## config.mk

```make
export PLATFORM = sky130hd
export DESIGN_NAME = shared_gf2_mulsqsc_pipe
export DESIGN_NICKNAME = d
export VERILOG_FILES = /design/src/rtl/shared_gf2_mulsqsc_pipe.sv
export SDC_FILE = /design/constraint.sdc
export NUM_CORES = 1
export LEC_CHECK = 0
export ABC_AREA = 1
export BUFFER_PORTS_ARGS = -buffer_cell sky130_fd_sc_hd__buf_2
export CORE_MARGIN = 10
export CORE_UTILIZATION = 46
export CTS_BUF_LIST = sky130_fd_sc_hd__clkbuf_4 sky130_fd_sc_hd__clkbuf_8 sky130_fd_sc_hd__clkbuf_16
export CTS_CLUSTER_DIAMETER = 60
export DETAILED_ROUTE_END_ITERATION = 12
export MAX_ROUTING_LAYER = met4
export PLACE_DENSITY = 0.8
export SLEW_MARGIN = 30
export SYNTH_ARGS = -nofsm -noshare
export SYNTH_HDL_FRONTEND = slang
export SYNTH_HIERARCHICAL = 1
export SYNTH_SLANG_ARGS = --single-unit
```

## constraint.sdc

```tcl
create_clock -name ClkxCI -period 1.3 [get_ports ClkxCI]
set_clock_uncertainty 0.15 [all_clocks]
set_input_delay 0.26 -clock ClkxCI [delete_from_list [all_inputs] [get_ports ClkxCI]]
set_output_delay 0.26 -clock ClkxCI [all_outputs]
set_load 0.005 [all_outputs]
```

## src/rtl/shared_gf2_mulsqsc_pipe.sv

```systemverilog
// ---------------------------------------------------------------------------
// shared_gf2_mulsqsc_pipe
//
// Masked (Boolean-shared) GF(2^2) multiply / multiply-plus-square-scale
// gadget with a valid/ready pipeline. Each lane holds a full SHARES x SHARES
// matrix of cross-product registers. Off-diagonal products are re-masked with
// fresh randomness before being registered. The output shares are XOR
// compressions of those registers only.
//
// Ports
//   ClkxCI       : clock, rising edge
//   RstxRI       : synchronous active-high reset
//   InValidxSI   : operand set presented
//   InReadyxSO   : operand set accepted this cycle (combinational from
//                  OutReadyxSI)
//   ModexSI      : 0 -> Q = X*B, 1 -> Q = X*B ^ sqsc(X^Y)
//   _XxDI/_BxDI/_YxDI : shared operands, lane l share i bit j at
//                  (l*SHARES+i)*2+j
//   _ZxDI        : fresh randomness, lane l pair p bit j at (l*P+p)*2+j
//   OutValidxSO  : _QxDO holds a valid result
//   OutReadyxSI  : downstream takes the result
//   _QxDO        : shared result, same layout as _XxDI
//
// LATENCY=1 : cross-product register stage, combinational compression.
// LATENCY=2 : compressed shares are registered as well.
// ---------------------------------------------------------------------------
module shared_gf2_mulsqsc_pipe #(
    parameter int SHARES  = 2,
    parameter int LANES   = 1,
    parameter int LATENCY = 1,
    localparam int P      = SHARES * (SHARES - 1) / 2
) (
    input  logic                      ClkxCI,
    input  logic                      RstxRI,
    input  logic                      InValidxSI,
    output logic                      InReadyxSO,
    input  logic                      ModexSI,
    input  logic [2*SHARES*LANES-1:0] _XxDI,
    input  logic [2*SHARES*LANES-1:0] _BxDI,
    input  logic [2*SHARES*LANES-1:0] _YxDI,
    input  logic [2*P*LANES-1:0]      _ZxDI,
    output logic                      OutValidxSO,
    input  logic                      OutReadyxSI,
    output logic [2*SHARES*LANES-1:0] _QxDO
);

    localparam int LW = 2 * SHARES;  // data bits per lane
    localparam int ZW = 2 * P;       // randomness bits per lane

    // ------------------------------------------------------------------
    // Handshake control, shared by all lanes
    // ------------------------------------------------------------------
    logic vff_q, vff_d;   // cross-product stage holds a result
    logic nxt_adv;        // stage behind the FF stage takes data this cycle
    logic ff_adv;         // FF stage may load this cycle
    logic in_fire;        // operand transfer at the coming edge

    logic [2*SHARES*LANES-1:0] comp;  // compressed shares of all lanes

    // The FF stage advances when it is empty or its result leaves.
    assign ff_adv     = !vff_q || nxt_adv;
    assign InReadyxSO = ff_adv;
    assign in_fire    = InValidxSI && ff_adv;

    // When advancing, the stage takes whatever is offered (possibly a
    // bubble); otherwise it holds.
    assign vff_d = ff_adv ? InValidxSI : vff_q;

    always_ff @(posedge ClkxCI) begin
        if (RstxRI) begin
            vff_q <= 1'b0;
        end else begin
            vff_q <= vff_d;
        end
    end

    // ------------------------------------------------------------------
    // Lanes: fully independent datapaths, common load enable
    // ------------------------------------------------------------------
    for (genvar l = 0; l < LANES; l++) begin : g_lane
        shared_gf2_mulsqsc_lane #(
            .SHARES (SHARES),
            .P      (P)
        ) u_lane (
            .ClkxCI (ClkxCI),
            .RstxRI (RstxRI),
            .ff_en_i(in_fire),
            .mode_i (ModexSI),
            .x_i    (_XxDI[l*LW +: LW]),
            .b_i    (_BxDI[l*LW +: LW]),
            .y_i    (_YxDI[l*LW +: LW]),
            .z_i    (_ZxDI[l*ZW +: ZW]),
            .comp_o (comp[l*LW +: LW])
        );
    end

    // ------------------------------------------------------------------
    // Output stage
    // ------------------------------------------------------------------
    if (LATENCY == 2) begin : g_lat2
        logic                      vout_q, vout_d;
        logic [2*SHARES*LANES-1:0] q_q, q_d;

        assign nxt_adv = !vout_q || OutReadyxSI;

        always_comb begin
            vout_d = vout_q;
            q_d    = q_q;
            if (nxt_adv) begin
                vout_d = vff_q;
                // Data only changes when a real result moves in, so a
                // bubble leaves the last value on the bus.
                if (vff_q) begin
                    q_d = comp;
                end
            end
        end

        always_ff @(posedge ClkxCI) begin
            if (RstxRI) begin
                vout_q <= 1'b0;
                q_q    <= '0;
            end else begin
                vout_q <= vout_d;
                q_q    <= q_d;
            end
        end

        assign OutValidxSO = vout_q;
        assign _QxDO       = q_q;
    end else begin : g_lat1
        // Output handshake completes whenever vFF is set and downstream is
        // ready; !vFF is already covered by ff_adv.
        assign nxt_adv     = OutReadyxSI;
        assign OutValidxSO = vff_q;
        assign _QxDO       = comp;
    end

endmodule

// ---------------------------------------------------------------------------
// shared_gf2_mulsqsc_lane
//
// One GF(2^2) gadget lane. Registers FF[k][l] = mul(X_k, B_l) ^ mask, where
// the diagonal mask is the optional square-scale term of share k and the
// off-diagonal masks use one fresh pair value for both FF[k][l] and FF[l][k]
// so that it cancels in the unmasked result.
//
// Ports
//   ClkxCI, RstxRI : clock, synchronous active-high reset
//   ff_en_i        : load the cross-product registers
//   mode_i         : add sqsc(X_k ^ Y_k) on the diagonal
//   x_i, b_i, y_i  : shares of this lane, share i at bits [2i+1:2i]
//   z_i            : fresh randomness, pair p at bits [2p+1:2p]
//   comp_o         : compressed output shares (from registers only)
// ---------------------------------------------------------------------------
module shared_gf2_mulsqsc_lane #(
    parameter int SHARES = 2,
    parameter int P      = 1
) (
    input  logic                ClkxCI,
    input  logic                RstxRI,
    input  logic                ff_en_i,
    input  logic                mode_i,
    input  logic [2*SHARES-1:0] x_i,
    input  logic [2*SHARES-1:0] b_i,
    input  logic [2*SHARES-1:0] y_i,
    input  logic [2*P-1:0]      z_i,
    output logic [2*SHARES-1:0] comp_o
);

    // FF[k][l] lives at bits [2*(k*SHARES+l) +: 2]
    logic [2*SHARES*SHARES-1:0] ff_d, ff_q;

    // Normal basis {W^2, W} multiplier.
    function automatic logic [1:0] gf_mul(input logic [1:0] a, input logic [1:0] b);
        logic c;
        c = (a[1] ^ a[0]) & (b[1] ^ b[0]);
        return {(a[1] & b[1]) ^ c, (a[0] & b[0]) ^ c};
    endfunction

    // W^2 * a^2 in the same basis.
    function automatic logic [1:0] gf_sqsc(input logic [1:0] a);
        return {a[1], a[1] ^ a[0]};
    endfunction

    for (genvar k = 0; k < SHARES; k++) begin : g_row
        for (genvar l = 0; l < SHARES; l++) begin : g_col
            logic [1:0] mask;

            if (k == l) begin : g_diag
                // Square-scale is linear, so it can be applied share-wise.
                assign mask = mode_i ? gf_sqsc(x_i[2*k +: 2] ^ y_i[2*k +: 2]) : 2'b00;
            end else if (k < l) begin : g_upper
                assign mask = z_i[2*(k + l*(l-1)/2) +: 2];
            end else begin : g_lower
                assign mask = z_i[2*(l + k*(k-1)/2) +: 2];
            end

            assign ff_d[2*(k*SHARES+l) +: 2] = gf_mul(x_i[2*k +: 2], b_i[2*l +: 2]) ^ mask;
        end
    end

    // Loads only on accepted transfers, so randomness is consumed only then.
    always_ff @(posedge ClkxCI) begin
        if (RstxRI) begin
            ff_q <= '0;
        end else if (ff_en_i) begin
            ff_q <= ff_d;
        end
    end

    // Output share k is the XOR of row k; only registered terms are mixed.
    always_comb begin
        comp_o = '0;
        for (int k = 0; k < SHARES; k++) begin
            for (int l = 0; l < SHARES; l++) begin
                comp_o[2*k +: 2] = comp_o[2*k +: 2] ^ ff_q[2*(k*SHARES+l) +: 2];
            end
        end
    end

endmodule
```

# [Yosys cells after proc, flatten, opt, wreduce, memory -nomap -nowiden]
# Cells that the tools add are included.
[word_totals] reg_bits=9 latch_bits=0 mem_bits_rw=0 rom_bits=0 inputBits=19 mem_count=0
[classes] addsub=0 n_mul=0 div=0 n_lt_le_gt_ge=0 n_eq_ne=0 shifts=0 mux=2 bitwise=34 reduce_logical=3
[ops] operator="$xor 2x2->2" count=8
[ops] operator="$xor 1x1->1" count=14
[ops] operator="$and 1x1->1" count=12
[ops] operator="$mux 2" count=2
[ops] operator="$logic_and 1x1->1" count=1
[ops] operator="$logic_not 1->1" count=1
[ops] operator="$logic_or 1x1->1" count=1

# [Longest topological paths before layout]
[depth] word_depth=4 depth_mapped=11

# [Modules after synthesis]
# Netlist, hierarchy kept.
[by_module_without_submodules] module="shared_gf2_mulsqsc_lane" instances=1 cells_per_inst=150 area_each_um2=857.1
[by_module_without_submodules] module="shared_gf2_mulsqsc_pipe" instances=1 cells_per_inst=6 area_each_um2=47.5

# [Least setup slack after synthesis]
# OpenSTA, ideal clock, no wires.
[synth_path] path_kind="register -> register" from="reg vff_q, in the netlist OutValidxSO" to="reg g_lane[0].u_lane.ff_q[7]" setup_ns=0.109 arrival_ns=1.031 setup_slack_ns=0.010 path_stages_with_launch=6 path_cell_list="dfxtp_1 -> a21oi_1 -> buf_4 -> nand3_1 -> nand2_1 -> inv_1"
[synth_via] elab_chain_cells=3
[synth_lines] item="from (decl)" line_no="53" rtl="logic vff_q, vff_d;"
[synth_lines] item="from (signal assigned)" line_no="73" rtl="vff_q <= vff_d;"
[synth_lines] item="$logic_not 1->1" line_no="61" rtl="assign ff_adv = !vff_q || nxt_adv;"
[synth_lines] item="$logic_or 1x1->1" line_no="61"
[synth_lines] item="$logic_and 1x1->1" line_no="63" rtl="assign in_fire = InValidxSI && ff_adv;"
[synth_lines] item="net in_fire" line_no="56" rtl="logic in_fire;"
[synth_lines] item="to (signal assigned)" line_no="207" rtl="ff_q <= '0;"
[synth_lines] item="to (signal assigned)" line_no="209" rtl="ff_q <= ff_d;"
[synth_lines] item="to (decl)" line_no="173" rtl="logic [2*SHARES*SHARES-1:0] ff_d, ff_q;"
# The timed path passes the listed nets, and every way through them passes these cells.
# A chain may end at the register's enable or synchronous reset.

# [Final worst setup path]
[layout_path] from="reg g_lane[0].u_lane.ff_q[4]" to="out _QxDO[2]"
[layout_via] elab_chain_cells=1
[layout_lines] item="$xor 2x2->2" line_no="218" rtl="comp_o[2*k +: 2] = comp_o[2*k +: 2] ^ ff_q[2*(k*SHARES+l) +: 2];"
[layout_lines] item="to (decl)" line_no="44" rtl="output logic [2*SHARES*LANES-1:0] _QxDO"
# Every way passes these cells.

==> impl_metrics.json <==
{
  "cp-end-kind": "output port",
  "startpoint_type": "flip-flop",
  "grt_pass1_wl_um": 3720,
  "synth-seq-cells": 9,
  "p_per_area_mw_per_mm2": 809,
  "vias_per_cell": 4.70,
  "track_usage_pct": 11.1,
  "syn_nets": 175,
  "portBuffers": 24,
  "finalMaxSlewViolations": 0,
  "yosysWarnings": 6,
  "final_core_util_pct": 61.0,
  "dieWidth_um": 64.3,
  "cts_tree": "done",
  "finalCritPeriodShare_pct": 97.8,
  "grt_max_degree": 17,
  "max_freq_mhz": 787,
  "reg2reg_from": "OutValidxSO",
  "power_mw": 0.889,
  "holdPathStages": 2,
  "synth_top_cell_by_area": "nand2_1",
  "cts_sinks": 9,
  "core_area_sq_mm": 0.00180,
  "grt_pass1_vias": 957,
  "clock_path_buffers": 2,
  "nets": 204,
  "synth_area_per_cell_sq_um": 5.80,
  "cp_max_fo": 2,
  "setup_viol": 0,
  "gp_congestion": 0.792,
  "drt_first_pass_iters": 6,
  "fin_setup_tns_ps": 0,
  "max_slew.worst_pin.slew_ps": 187,
  "synth.area.top_cells": "nand2_1 (21%), dfxtp_1 (20%), xor2_1 (12%), nand2_2 (9.0%), inv_1 (8.3%)",
  "cellLeakagePower_nw": 0.654,
  "hp-start": "RstxRI",
  "place_area_sq_mm": 0.00104,
  "crit_type": "flip-flop to output port",
  "fp-row-count": 15,
  "cts.htree.levels": 1,
  "drive_gt1_share_pct": 34.8,
  "clock_power_share_pct": 26.6,
  "mostFrequentLayoutCells": "nand2_1 (51), buf_2 (25), inv_1 (20)",
  "synth-seq-area-share_pct": 19.9,
  "first_iter_violations": 19,
  "crit_slowest_cell": "dfxtp_2",
  "area_delta_synth_final_pct": 21.4,
  "cts-root-buf": "clkbuf_4",
  "multi_input_area_sq_um": 602,
  "netlist.area_leader.share_pct": 21.2,
  "diodes": 0,
  "cts_buffers": 3,
  "crit_chain": "xor2_1, buf_2",
  "netlist_area_sq_um": 905,
  "yosysUniqueCellTypes": 19,
  "slowest_delay_ps": 330,
  "period_needed_ps": 1270,
  "min_path_type": "primary input to flip-flop",
  "fillers": 190,
  "ff2ff_path_depth": 6,
  "synth_cells": 156,
  "seq_area_sq_um": 191,
  "dieHeight_um": 64.3,
  "routed_wl_um": 2200,
  "io_pins": 25,
  "grt_overflow_total": 0,
  "reg2reg_slack_ps": 90,
  "postCtsHoldBufs": 0,
  "cap_violations": 0,
  "p_comb_share_pct": 36.9,
  "final_common_cell": "nand2_1",
  "design_area_sq_mm": 0.00110,
  "switching_share_pct": 34.5,
  "vdd_drop_max_mv": 0.492,
  "dp_hpwl_um": 1780,
  "drtAntennaViolNets": 0,
  "rsz0062_at_grt": "true",
  "internal_power_mw": 0.582,
  "drc": 0,
  "clk_pin_slew_worst_paths_ps": 60,
  "r2r_end": "g_lane[0].u_lane/ff_q[4]",
  "antenna_found_initial": 0,
  "switchingPower_mw": 0.307,
  "required_ps": 890,
  "max-slew-margin-rel_pct": 87.4,
  "drt-wirelength-per-cell_um": 10.5,
  "seq_power_share_pct": 36.4,
  "num_vias": 983,
  "status": "complete, no violations",
  "whs_endpoint": "OutValidxSO",
  "die_area_sq_mm": 0.00414,
  "finalHoldViolCount": 0,
  "initial_core_util_pct": 50.2,
  "critPathArrivalTime_ps": 860,
  "clk_latency_ps": 260
}
[flip-flops by register name, summed over array words and instances (netlist names)]
| signal | cells |
|---|---|
| OutValidxSO | 1 |
| g_lane.u_lane/ff_q | 8 |
[per-layer routing]
| metal | vias up | routed length (um) | share of wire (%) | global-route usage (%) |
|---|---|---|---|---|
| met3 | 2 | 56 | 2.5 | 2.79 |
| met2 | 16 | 1230 | 56 | 21.7 |
| met5 | - | 0 | 0 | - |
| met1 | 438 | 892 | 41 | 10.1 |
| met4 | 0 | 15 | 0.68 | 3.21 |
| li1 | 527 | - | - | - |
[power by group through the flow]
stage          Combinational (mW)  Sequential [mW]  Clock [mW]
5_1_grt                     0.374            0.327       0.261
2_1_floorplan               0.219            0.321           0
6_report                    0.328            0.324       0.237
3_5_place_dp                0.320            0.324           0
3_3_place_gp                0.311            0.322           0
4_1_cts                     0.322            0.320       0.241
[worst max-delay path by stage]
stage / endpoint / slack, ps / depth (start not counted) / startpoint
final: _QxDO[2] / 30 / 2 / g_lane[0].u_lane/ff_q[4]
after global routing: _QxDO[3] / -30 / 2 / g_lane[0].u_lane/ff_q[5]
after detailed placement: g_lane[0].u_lane/ff_q[4] / -10 / 9 / _BxDI[0]
after global placement: g_lane[0].u_lane/ff_q[1] / 20 / 11 / _XxDI[0]
after CTS: _QxDO[1] / 0.6 / 2 / g_lane[0].u_lane/ff_q[3]
after floorplan: g_lane[0].u_lane/ff_q[7] / 10 / 5 / OutValidxSO
[worst max-delay path, delay by kind of cell (launching register included)]
kind / cells / cell delay (ps)
xor gates and xnor gates: 1 / 150
DFF: 1 / 330
buffers and inverters: 1 / 120
[synthesized netlist by cell type]
cell type   n
a21oi_2     1
o21ai_0     3
inv_1      20
buf_4       3
xor2_1     12
a21oi_1     4
inv_4       1
nand2_1    51
nand3_1     8
nand4_1     3
dfxtp_1     9
nor2_4      1
nand2_4     1
xnor2_1     1
nand2_2    13
o211ai_1    3
inv_2       6
nor2_1     15
nand3b_1    1
[cells by family after synthesis]
kind of cell	count (synthesis)	share of synthesized area, %
buffers and inverters	30	14.0
AND/OR/NAND/NOR	93	46.2
AO/OA/AOI/OAI	11	7.33
XOR/XNOR	13	12.6
flip-flops	9	19.9
[stage by stage]
step	hold WS (ps)	setup slack, ps	std cells
2_1_floorplan	172	10.4	156
3_3_place_gp	323	15.6	203
3_5_place_dp	334	-13.3	203
4_1_cts	98.4	0.567	207
5_1_grt	88.9	-28.2	209
6_report	100	28.8	209
[repair_timing]
| action | CTS | global route |
|---|---|---|
| pin swaps | 0 | 2 |
| endpoints found under the setup margin | 2 | 5 |
| resized for setup | 2 | 10 |
| setup buffers | 0 | 1 |
| gates cloned | 0 | 1 |
[area by class of cell]
class	count	area share, %
well taps	25	2.85
multi-input cells	117	54.8
repair buffers	27	12.8
clock buffers	4	2.73
inverters	27	9.45
flip-flops and latches	9	17.4
(Power assumes the default switching activity.)
